<file path="src/rtl/core_pkg.sv">
// Shared definitions for the instruction fetch stage.
//   fetch_state_t    : fetch sequencer states
//   XLEN             : default address / instruction width
//   RESET_PC_DEFAULT : default program counter after reset
//   PC_STEP          : byte distance between sequential instructions
package core_pkg;

    localparam int XLEN = 32;
    localparam logic [XLEN-1:0] RESET_PC_DEFAULT = '0;
    localparam int unsigned PC_STEP = 4;

    typedef enum logic [1:0] {
        IDLE  = 2'd0,
        FETCH = 2'd1,
        WAIT  = 2'd2,
        HOLD  = 2'd3
    } fetch_state_t;

endpackage

</file>
<file path="src/rtl/fetch_unit_if.sv">
// Bus bundle between the fetch stage, instruction memory and decode.
//   imem_req / imem_addr      : read request towards instruction memory
//   imem_rvalid / imem_rdata  : single-cycle read response
//   instr_valid / instr_ready : valid/ready handshake towards decode
//   instr / instr_pc          : fetched word and its address
// master = fetch stage side, slave = memory/decode side.
interface fetch_unit_if #(
    parameter int XLEN = core_pkg::XLEN
);
    logic            imem_req;
    logic [XLEN-1:0] imem_addr;
    logic            imem_rvalid;
    logic [XLEN-1:0] imem_rdata;
    logic            instr_valid;
    logic            instr_ready;
    logic [XLEN-1:0] instr;
    logic [XLEN-1:0] instr_pc;

    modport master (
        output imem_req, imem_addr, instr_valid, instr, instr_pc,
        input  imem_rvalid, imem_rdata, instr_ready
    );

    modport slave (
        input  imem_req, imem_addr, instr_valid, instr, instr_pc,
        output imem_rvalid, imem_rdata, instr_ready
    );
endinterface

</file>
<file path="src/rtl/fetch_unit_next_pc_sel.sv">
// Next program counter selection (combinational).
//   pc          : current fetch PC
//   redirect    : taken branch or jump this cycle
//   target_addr : redirect target, low two bits ignored
//   advance     : decode accepted the held instruction
//   pc_next     : PC to load at the next clock edge
module next_pc_sel #(
    parameter int XLEN = 32
) (
    input  logic [XLEN-1:0] pc,
    input  logic            redirect,
    input  logic [XLEN-1:0] target_addr,
    input  logic            advance,
    output logic [XLEN-1:0] pc_next
);
    import core_pkg::*;

    always_comb begin
        pc_next = pc;
        if (redirect) begin
            // Force word alignment of the target.
            pc_next = target_addr & ~XLEN'(3);
        end else if (advance) begin
            // Wraps naturally modulo 2^XLEN.
            pc_next = pc + XLEN'(PC_STEP);
        end
    end
endmodule

</file>
<file path="src/rtl/fetch_unit.sv">
// Instruction fetch stage: owns the PC, issues one read at a time to
// instruction memory and presents the fetched word to decode until accepted.
//   clk, rst                 : clock, asynchronous active-high reset
//   take_branch, is_jump     : redirect requests from execute
//   target_addr              : redirect target
//   pc                       : current fetch PC
//   bus (master)             : imem request/response and decode handshake
module fetch_unit #(
    parameter int XLEN = core_pkg::XLEN,
    parameter logic [XLEN-1:0] RESET_PC = core_pkg::RESET_PC_DEFAULT
) (
    input  logic            clk,
    input  logic            rst,
    input  logic            take_branch,
    input  logic            is_jump,
    input  logic [XLEN-1:0] target_addr,
    output logic [XLEN-1:0] pc,
    fetch_unit_if.master    bus
);
    import core_pkg::*;

    fetch_state_t    state;
    logic            drop;
    logic            redirect;
    logic            advance;
    logic [XLEN-1:0] pc_next;

    assign redirect = take_branch | is_jump;
    assign advance  = (state == HOLD) & bus.instr_ready;

    next_pc_sel #(.XLEN(XLEN)) u_next_pc_sel (
        .pc          (pc),
        .redirect    (redirect),
        .target_addr (target_addr),
        .advance     (advance),
        .pc_next     (pc_next)
    );

    // A redirect suppresses the request so the old PC is never fetched.
    assign bus.imem_req  = (state == FETCH) & ~redirect;
    assign bus.imem_addr = pc;

    always_ff @(posedge clk or posedge rst) begin
        if (rst) begin
            state           <= IDLE;
            pc              <= RESET_PC;
            drop            <= 1'b0;
            bus.instr_valid <= 1'b0;
            bus.instr       <= '0;
            bus.instr_pc    <= '0;
        end else begin
            pc <= pc_next;
            case (state)
                IDLE: state <= FETCH;
                FETCH: begin
                    if (!redirect) state <= WAIT;
                end
                WAIT: begin
                    if (bus.imem_rvalid) begin
                        // A response for a PC that was redirected away is stale.
                        if (drop || redirect) begin
                            drop  <= 1'b0;
                            state <= FETCH;
                        end else begin
                            bus.instr       <= bus.imem_rdata;
                            bus.instr_pc    <= pc;
                            bus.instr_valid <= 1'b1;
                            state           <= HOLD;
                        end
                    end else if (redirect) begin
                        // Request still in flight: remember to discard it.
                        drop <= 1'b1;
                    end
                end
                HOLD: begin
                    if (redirect || bus.instr_ready) begin
                        bus.instr_valid <= 1'b0;
                        state           <= FETCH;
                    end
                end
                default: state <= IDLE;
            endcase
        end
    end
endmodule

</file>
<file path="src/flat_wrapper.sv">
// flat-port wrapper written by rule: the top's interface ports become plain ports
module fetch_unit_flat import core_pkg::*;
#(
    parameter int XLEN = core_pkg::XLEN,
    parameter logic [XLEN-1:0] RESET_PC = core_pkg::RESET_PC_DEFAULT
)
  (clk, rst, take_branch, is_jump, target_addr, pc, bus_imem_req, bus_imem_addr, bus_instr_valid, bus_instr, bus_instr_pc, bus_imem_rvalid, bus_imem_rdata, bus_instr_ready);
  fetch_unit_if #(.XLEN(XLEN)) bus_i ();
  input  logic clk;
  input  logic rst;
  input  logic take_branch;
  input  logic is_jump;
  input  logic [XLEN-1:0] target_addr;
  output logic [XLEN-1:0] pc;
  output wire logic [$bits(bus_i.imem_req)-1:0] bus_imem_req;
  output wire logic [$bits(bus_i.imem_addr)-1:0] bus_imem_addr;
  output wire logic [$bits(bus_i.instr_valid)-1:0] bus_instr_valid;
  output wire logic [$bits(bus_i.instr)-1:0] bus_instr;
  output wire logic [$bits(bus_i.instr_pc)-1:0] bus_instr_pc;
  input wire logic [$bits(bus_i.imem_rvalid)-1:0] bus_imem_rvalid;
  input wire logic [$bits(bus_i.imem_rdata)-1:0] bus_imem_rdata;
  input wire logic [$bits(bus_i.instr_ready)-1:0] bus_instr_ready;
  assign bus_imem_req = bus_i.imem_req;
  assign bus_imem_addr = bus_i.imem_addr;
  assign bus_instr_valid = bus_i.instr_valid;
  assign bus_instr = bus_i.instr;
  assign bus_instr_pc = bus_i.instr_pc;
  assign bus_i.imem_rvalid = bus_imem_rvalid;
  assign bus_i.imem_rdata = bus_imem_rdata;
  assign bus_i.instr_ready = bus_instr_ready;
  fetch_unit #(.XLEN(XLEN), .RESET_PC(RESET_PC)) u_core (.clk(clk), .rst(rst), .take_branch(take_branch), .is_jump(is_jump), .target_addr(target_addr), .pc(pc), .bus(bus_i));
endmodule
</file>
<file path="config.mk">
export PLATFORM = sky130hd
export DESIGN_NAME = fetch_unit_flat
export DESIGN_NICKNAME = d
export VERILOG_FILES = /design/src/rtl/core_pkg.sv /design/src/rtl/fetch_unit_if.sv /design/src/rtl/fetch_unit_next_pc_sel.sv /design/src/rtl/fetch_unit.sv /design/src/flat_wrapper.sv
export SDC_FILE = /design/constraint.sdc
export NUM_CORES = 1
export LEC_CHECK = 0
export ABC_AREA = 1
export CAP_MARGIN = 20
export CORE_MARGIN = 1.5
export CORE_UTILIZATION = 44
export DETAILED_ROUTE_END_ITERATION = 7
export PLACE_DENSITY = 0.8
export SYNTH_ARGS = -nofsm -noshare
export SYNTH_HDL_FRONTEND = slang
export SYNTH_SLANG_ARGS = --single-unit
</file>
<file path="constraint.sdc">
create_clock -name clk -period 8.67 [get_ports clk]
set_clock_uncertainty 0.05 [all_clocks]
set_input_delay 1.734 -clock clk [delete_from_list [all_inputs] [get_ports clk]]
set_output_delay 1.734 -clock clk [all_outputs]
set_load 0.01 [all_outputs]
</file>
* Word level (Yosys, flattened, before mapping) *
Cells that the tools add are included.

storage, ports and cells
  output and inout bits = 130
  register bits = 100
  word-level logic and storage cells = 44

cells by class
  multiplexer cells = 14
  reductions and logical operators = 10
  add/sub/neg operators = 1
  equal/unequal tests = 8
  bitwise gates (word level) = 5

operators with widths
  kind                     count
  $mux W32                 2
  $add A32 B3 Y32 const B  1
  $reduce_and A3 Y1        3
  $mux W2                  4
  $ne A2 B2 Y1 const B     4
  $pmux W2 S4              1
  $mux W1                  6
  $reduce_bool A2 Y1       3
  $eq A2 B2 Y1 const B     2
  $reduce_and A4 Y1        1
  $and A1 B1 Y1            2
  $eq A2 B1 Y1 const B     1
  $logic_not A2 Y1         1
  $logic_or A1 B1 Y1       2
  $ne A2 B1 Y1 const B     1
  $not A1 Y1               2
  $pmux W1 S2              1
  $or A1 B1 Y1             1

* Longest topological paths before layout *
Gate-level depths: netlist of the first run.

  word-level depth = 5
  mapped depth = 10
  mapped depth without buffers = 10

* Modules after synthesis *
A second synthesis of the first run with hierarchy kept.

second synthesis, totals
  cells, all modules = 645
  area, all modules = 5170.0 um^2

modules (own cells, without submodules)
  module       area each (um^2)  cells an instance  times used
  fetch_unit   3947.5            386                1
  next_pc_sel  1222.4            259                1

* Worst setup path after synthesis of the first run *
Ideal clock, no wire load.

  path type = input to output
  from = input is_jump
  to = output bus_imem_req
  data required time = 6886 ps
  path buffers = 2
  setup slack = 4440 ps
  arrival = 2446 ps
  stages on the path = 5
  cell sequence = nor2_4 -> inv_2 -> buf_2 -> buf_2 -> nor2_1

on the way
  cells in the longest elaborated chain, start to end = 3

RTL lines
  item                line                source
  start: declaration  flat_wrapper.sv:12  input logic is_jump;
  $or A1 B1 Y1        fetch_unit.sv:28    assign redirect = take_branch | is_jump;
  $not A1 Y1          fetch_unit.sv:40    assign bus.imem_req = (state == FETCH) & ~redirect;
  $and A1 B1 Y1       fetch_unit.sv:40
  end: declaration    flat_wrapper.sv:15  output wire logic [$bits(bus_i.imem_req)-1:0] bus_imem_req;

No other way between the ends.

* Final worst setup path of the first run *
Ends and elaborated chain as after synthesis.

==> results.json, run 1 <==
{
  "run_status": "completed",
  "ys_seq_elements": 96,
  "cts_resized": 0,
  "hold_class": "reg2reg",
  "critPathKind": "in2out",
  "synth.distinct_cells": 31,
  "final_nets": 912,
  "vias": 5094,
  "cts_setup_buffers": 0,
  "finalCritPeriodShare_pct": 64.1,
  "numCtsBuffers": 9,
  "grt_use_total_pct": 23.7,
  "yosysTopAreaCellShare_pct": 46.5,
  "worstPathCellList": "clkdlybuf4s50_1 > nor2_4 > buf_4 > inv_2 > nor2_1 > clkdlybuf4s50_1",
  "yosys.area.top_type": "dfrtp_1",
  "top_level_ports": 200,
  "filler_cell_count": 995,
  "layout-area-overhead-vs-synth_pct": 39.3,
  "hold_buffers": 0,
  "dpl.cell_count": 969,
  "syn_area_per_cell_sq_um": 7.48,
  "netlist_top_cells_count": "nand2_1, dfrtp_1, o21ai_0, nor2_1, inv_1",
  "route.detailed.wl_per_inst_microns": 15.1,
  "path_buf_inv": 4,
  "crit_slowest_cell": "clkdlybuf4s50_1",
  "multi_input_area_sq_um": 2200,
  "cp_data_required_time_ns": 6.89,
  "synth_warnings": 0,
  "clockBufferDepth": 2,
  "syn-cell-area_sq_um": 5170,
  "cts_tree": "done",
  "synth_edf_count": 0,
  "placed_cell_area_sq_um": 6900,
  "initial_utilization_pct": 45.3,
  "htreeDepth": 3,
  "clk_latency_ns": 0.34,
  "die-area_sq_um": 12400,
  "drcViolationCount": 0,
  "synth_area_leaders": "dfrtp_1, nand2_1, o21ai_0, buf_4, nor2_1",
  "drt_pass1_iterations": 6,
  "die_x_microns": 111,
  "fin_cells": 986,
  "ys_async_sr_fraction_pct": 100,
  "pwr_density_cell_nw_per_um2": 222,
  "drv_slew": 0,
  "finalHoldViolations": 0,
  "post-dp-hpwl_microns": 10600,
  "root_buffer": "clkbuf_16",
  "grt_max_degree": 57,
  "whs_ns": 0.435,
  "drv_cap": 0,
  "finalPower_mw": 1.60,
  "rsz0062_at_grt": "no",
  "cp-end-kind": "output pin",
  "grt_pass1_vias": 4892,
  "path_common_cell": "clkdlybuf4s50_1",
  "setup_tns_ns": 0,
  "diodes": 0,
  "worstPathArrival_ns": 3.77,
  "yosysMostFrequentCell": "nand2_1",
  "grt_pass1_wl_microns": 23900,
  "rows": 39,
  "p_leak_nw": 3.27,
  "die_h_microns": 111,
  "cp-start-kind": "input pin",
  "slew_headroom_pct": 46.3,
  "tightest_slew_ns": 0.802,
  "cp_max_fo": 51,
  "grt-ovfl-total": 0,
  "syn_inst": 691,
  "port_buffers": 191,
  "final_design_area_no_fill_sq_um": 7200,
  "core_sq_um": 11400,
  "clkTransAtPathRegs_ns": 0.07,
  "synth-main-ff-cell": "dfrtp_1",
  "postRouteWirelength_microns": 14900,
  "drive_gt1_share_pct": 3.91,
  "place.gp.congestion": 0.878,
  "clock_sinks": 96,
  "slowest_delay_ns": 0.59,
  "fin_crit_ns": 5.55,
  "critPathTopFamily": "buffers and inverters",
  "detail-route-antenna-nets": 0,
  "max_clock_freq_mhz": 180,
  "drtIter0Drc": 600,
  "regArea_sq_um": 2400,
  "seq_area_frac_synth_pct": 46.5,
  "setup_viol": 0,
  "irDropWorstVdd_uv": 139,
  "antenna_found_initial": 0,
  "routed_via_density": 5.17
}
[placed cells by master, fill, tap and decap left out, types with 2 or more instances in the layout]
cell type        instances
clkinv_1                 2
nand3_1                 33
o21ai_0                 77
o21ai_1                  4
buf_4                    3
conb_1                   6
clkbuf_16                9
ha_1                     4
nor3_1                   4
dfrtp_1                 96
inv_1                   41
o22ai_1                  3
nor2_4                   5
clkdlybuf4s50_1        191
a21oi_1                  8
nor2_1                  66
inv_6                    4
nor2_2                   2
nand2_1                243
o21a_1                  15
inv_2                    2
a31oi_1                  2
a211oi_1                 4
nand4_1                  4
and2_1                   3
nand2_2                  2
[registers in the layout (all words and copies together), names as in the netlist]
name,count
u_core.bus.instr,32
u_core.state,2
u_core.bus.instr_pc,30
u_core.bus.imem_addr,30
u_core.bus.instr_valid,1
u_core.drop,1
[final timing paths]
path	start	endpoint	slack, ns	depth (start not counted)
min in group asynchronous	rst	u_core.bus.instr[18]	1.73	2
setup / recovery	is_jump	bus_imem_req	3.12	6
max in group asynchronous	rst	u_core.bus.imem_addr[7]	5.73	3
hold / removal	u_core.bus.instr[8]	u_core.bus.instr[8]	0.44	2
hold reg to reg	u_core.bus.instr[8]	u_core.bus.instr[8]	0.44	2
setup reg to reg	u_core.state[0]	u_core.bus.imem_addr[12]	6.04	8
[worst min-delay path, stage by stage, from the launching register on]
cell and delay, ns:
dfrtp_1 0.34, o21ai_1 0.06, nand2_1 0.05
[where the power goes]
part           total (mW)  switching, mW  leakage (nW)  internal [mW]
clock               0.383          0.183         0.143          0.201
sequential          0.648         0.0879          1.22          0.560
combinational       0.568          0.257          1.90          0.311
total                1.60          0.528          3.27           1.07
[through the flow]
step | utilization (%) | setup WS, ns
global route | 63.1 | 3.01
floorplan | - | 4.38
finish | 63.1 | 3.12
detailed placement | 60.4 | 3.12
global placement | 60.4 | 3.13
CTS | 62.9 | 3.12
[cell families after synthesis]
| logic type | synth area share, % |
|---|---|
| fa+ha+maj | 0.968 |
| other cells | 0.0725 |
| compound gates | 12.5 |
| buf+inv | 11.3 |
| xor+xnor | 0.169 |
| flops | 46.5 |
| simple gates | 28.6 |
[final cells by class]
| class | count | area share (%) |
|---|---|---|
| Sequential cell | 96 | 33.4 |
| Clock inverter | 7 | 0.834 |
| Timing Repair Buffer | 195 | 27.1 |
| Inverter | 46 | 2.43 |
| Multi-Input combinational cell | 490 | 30.6 |
| Clock buffer | 9 | 3.13 |
| Tap cell | 143 | 2.48 |
[metal layers]
metal  track usage, %  wire [microns]
met1             30.7            6200
met2             40.0            7080
met3             5.01            1260
met4             7.43             342
met5                0               0
No activity file was read; power rests on OpenSTA's default activity.
==> inputs of run 2 (changes only) <==
==> constraint.sdc (replaced) <==
create_clock -name clk -period 5.2 [get_ports clk]
set_clock_uncertainty 0.05 [all_clocks]
set_input_delay 1.04 -clock clk [delete_from_list [all_inputs] [get_ports clk]]
set_output_delay 1.04 -clock clk [all_outputs]
set_load 0.01 [all_outputs]
==> run 2 against run 1 <==
Effect of this change:
- via count down 0.29%
- count of clock-buffer cells in the layout grew 1
- die area did not move
- clock power grew 99%
- worst hold slack about the same
- combinational power rose by 67%
- sequential share of layout area shrank 0.20 points
- wire length decreased by 1.0%
- critical path depth down 1
- total power grew 74%
- sequential power increased by 67%
- core utilization rose by 0.38 points
- largest power group unchanged
- highest routed layer unchanged
==> results.json, run 2 (synthesis results as in run 1) <==
{
  "hold_class": "reg2reg",
  "drv_slew": 0,
  "irDropWorstVdd_uv": 220,
  "placed_cell_area_sq_um": 6900,
  "finalHoldViolations": 0,
  "root_buffer": "clkbuf_16",
  "antenna_found_initial": 0,
  "port_buffers": 191,
  "p_leak_nw": 3.29,
  "hold_buffers": 0,
  "grt_use_total_pct": 23.6,
  "combPwrFrac_pct": 34.0,
  "post-dp-hpwl_microns": 10500,
  "postRouteWirelength_microns": 14700,
  "clock_power_share_pct": 27.3,
  "p_int_mw": 1.93,
  "grt_pass1_wl_microns": 23800,
  "grt_pass1_vias": 4720,
  "detail-route-antenna-nets": 0,
  "pwr-share-seq_pct": 38.8,
  "cts_tree": "done",
  "hp-start": "u_core.bus.instr[9]",
  "drt_pass1_iterations": 5,
  "place.gp.congestion": 0.863,
  "largest-register": "u_core.bus.instr",
  "cp_data_required_time_ns": 4.11,
  "pwr_density_cell_nw_per_um2": 385,
  "clkTransAtPathRegs_ns": 0.06,
  "drv_cap": 0,
  "filler_cell_count": 1005,
  "core_sq_um": 11400,
  "dpl.cell_count": 970,
  "whs_ns": 0.436,
  "final_nets": 912,
  "p_switching_mw": 0.863,
  "cts_setup_buffers": 0,
  "fin_cells": 986,
  "rr_startpoint": "u_core.state[1]",
  "tightest_slew_ns": 0.753,
  "htreeDepth": 3,
  "clk_latency_ns": 0.34,
  "die-area_sq_um": 12400,
  "largest_reg_flops": 32,
  "top_level_ports": 200,
  "r2r_cells": 8,
  "clockBufferDepth": 2,
  "layout_commonest_cell": "nand2_1",
  "route.detailed.wl_per_inst_microns": 14.9,
  "setup_viol": 0,
  "setup_tns_ns": 0,
  "max_clock_freq_mhz": 275,
  "diodes": 0,
  "cp-start-kind": "input pin",
  "vias": 5079,
  "cp_max_fo": 22,
  "die_x_microns": 111,
  "final_design_area_no_fill_sq_um": 7240,
  "slew_headroom_pct": 49.8,
  "grt_max_degree": 64,
  "die_h_microns": 111,
  "drive_gt1_share_pct": 3.80,
  "r2r_slack_ns": 2.60,
  "finalCritPeriodShare_pct": 69.8,
  "layout-area-overhead-vs-synth_pct": 40.1,
  "drcViolationCount": 0,
  "critPathKind": "in2out",
  "initial_utilization_pct": 45.3,
  "swShare_pct": 31.0,
  "cp-end-kind": "output pin",
  "min_to": "u_core.bus.instr[9]",
  "drtIter0Drc": 396,
  "numCtsBuffers": 9,
  "rows": 39,
  "layout_common_cells": "nand2_1, clkdlybuf4s50_1, dfrtp_1",
  "r2r-end": "u_core.bus.imem_addr[12]",
  "holdPathStages": 2,
  "routed_via_density": 5.15,
  "grt-ovfl-total": 0,
  "fin_crit_ns": 3.63,
  "finalPower_mw": 2.79,
  "cts_resized": 0,
  "worstPathArrival_ns": 2.54,
  "rsz0062_at_grt": "no",
  "clock_sinks": 96,
  "run_status": "completed"
}
run 2: layout make-up:
type / count / area, sq um / share of cell area [%]
clock buffers: 10 / 229 / 3.16
clock inverters: 6 / 113 / 1.55
inverters: 46 / 175 / 2.42
multi-input cells: 490 / 2200 / 30.4
flip-flops and latches: 96 / 2400 / 33.2
well taps: 143 / 179 / 2.47
repair buffers: 195 / 1940 / 26.8
run 2: layer usage:
metal  global-route usage [%]  share of wire (%)  vias up
met2                     39.6                 47      241
li1                         -                  -     2455
met3                     4.52                7.3       21
met5                        0                  0        -
met1                     31.1                 43     2362
met4                     7.51                2.2        0
run 2: power groups by stage:
stage | combinational, mW | clock (mW) | sequential (mW)
after floorplan | 0.360 | 0 | 1.15
after global placement | 0.928 | 0 | 1.08
after detailed placement | 0.950 | 0 | 1.09
after CTS | 0.955 | 0.772 | 1.08
after global routing | 1.03 | 0.802 | 1.11
final | 0.948 | 0.761 | 1.08
run 2: worst max-delay path, stage by stage:
cell	delay (ns)
clkdlybuf4s50_1	0.50
nor2_4	0.05
inv_2	0.34
nor2_1	0.08
clkdlybuf4s50_1	0.51
run 2: stage by stage:
step,utilization (%),setup slack [ns]
after floorplan,-,1.60
after global placement,60.5,1.57
after detailed placement,60.5,1.58
after CTS,63.4,1.58
after global routing,63.4,1.49
final,63.4,1.57
run 2: how the worst max path moves through the flow:
| stage | start | endpoint | slack (ns) |
|---|---|---|---|
| 4_1_cts | is_jump | bus_imem_req | 1.58 |
| 5_1_grt | is_jump | bus_imem_req | 1.49 |
| 2_1_floorplan | rst | u_core.bus.imem_addr[10] | 1.60 |
| 3_5_place_dp | is_jump | u_core.bus.imem_addr[12] | 1.58 |
| 3_3_place_gp | is_jump | u_core.bus.imem_addr[12] | 1.57 |
| 6_report | is_jump | bus_imem_req | 1.57 |
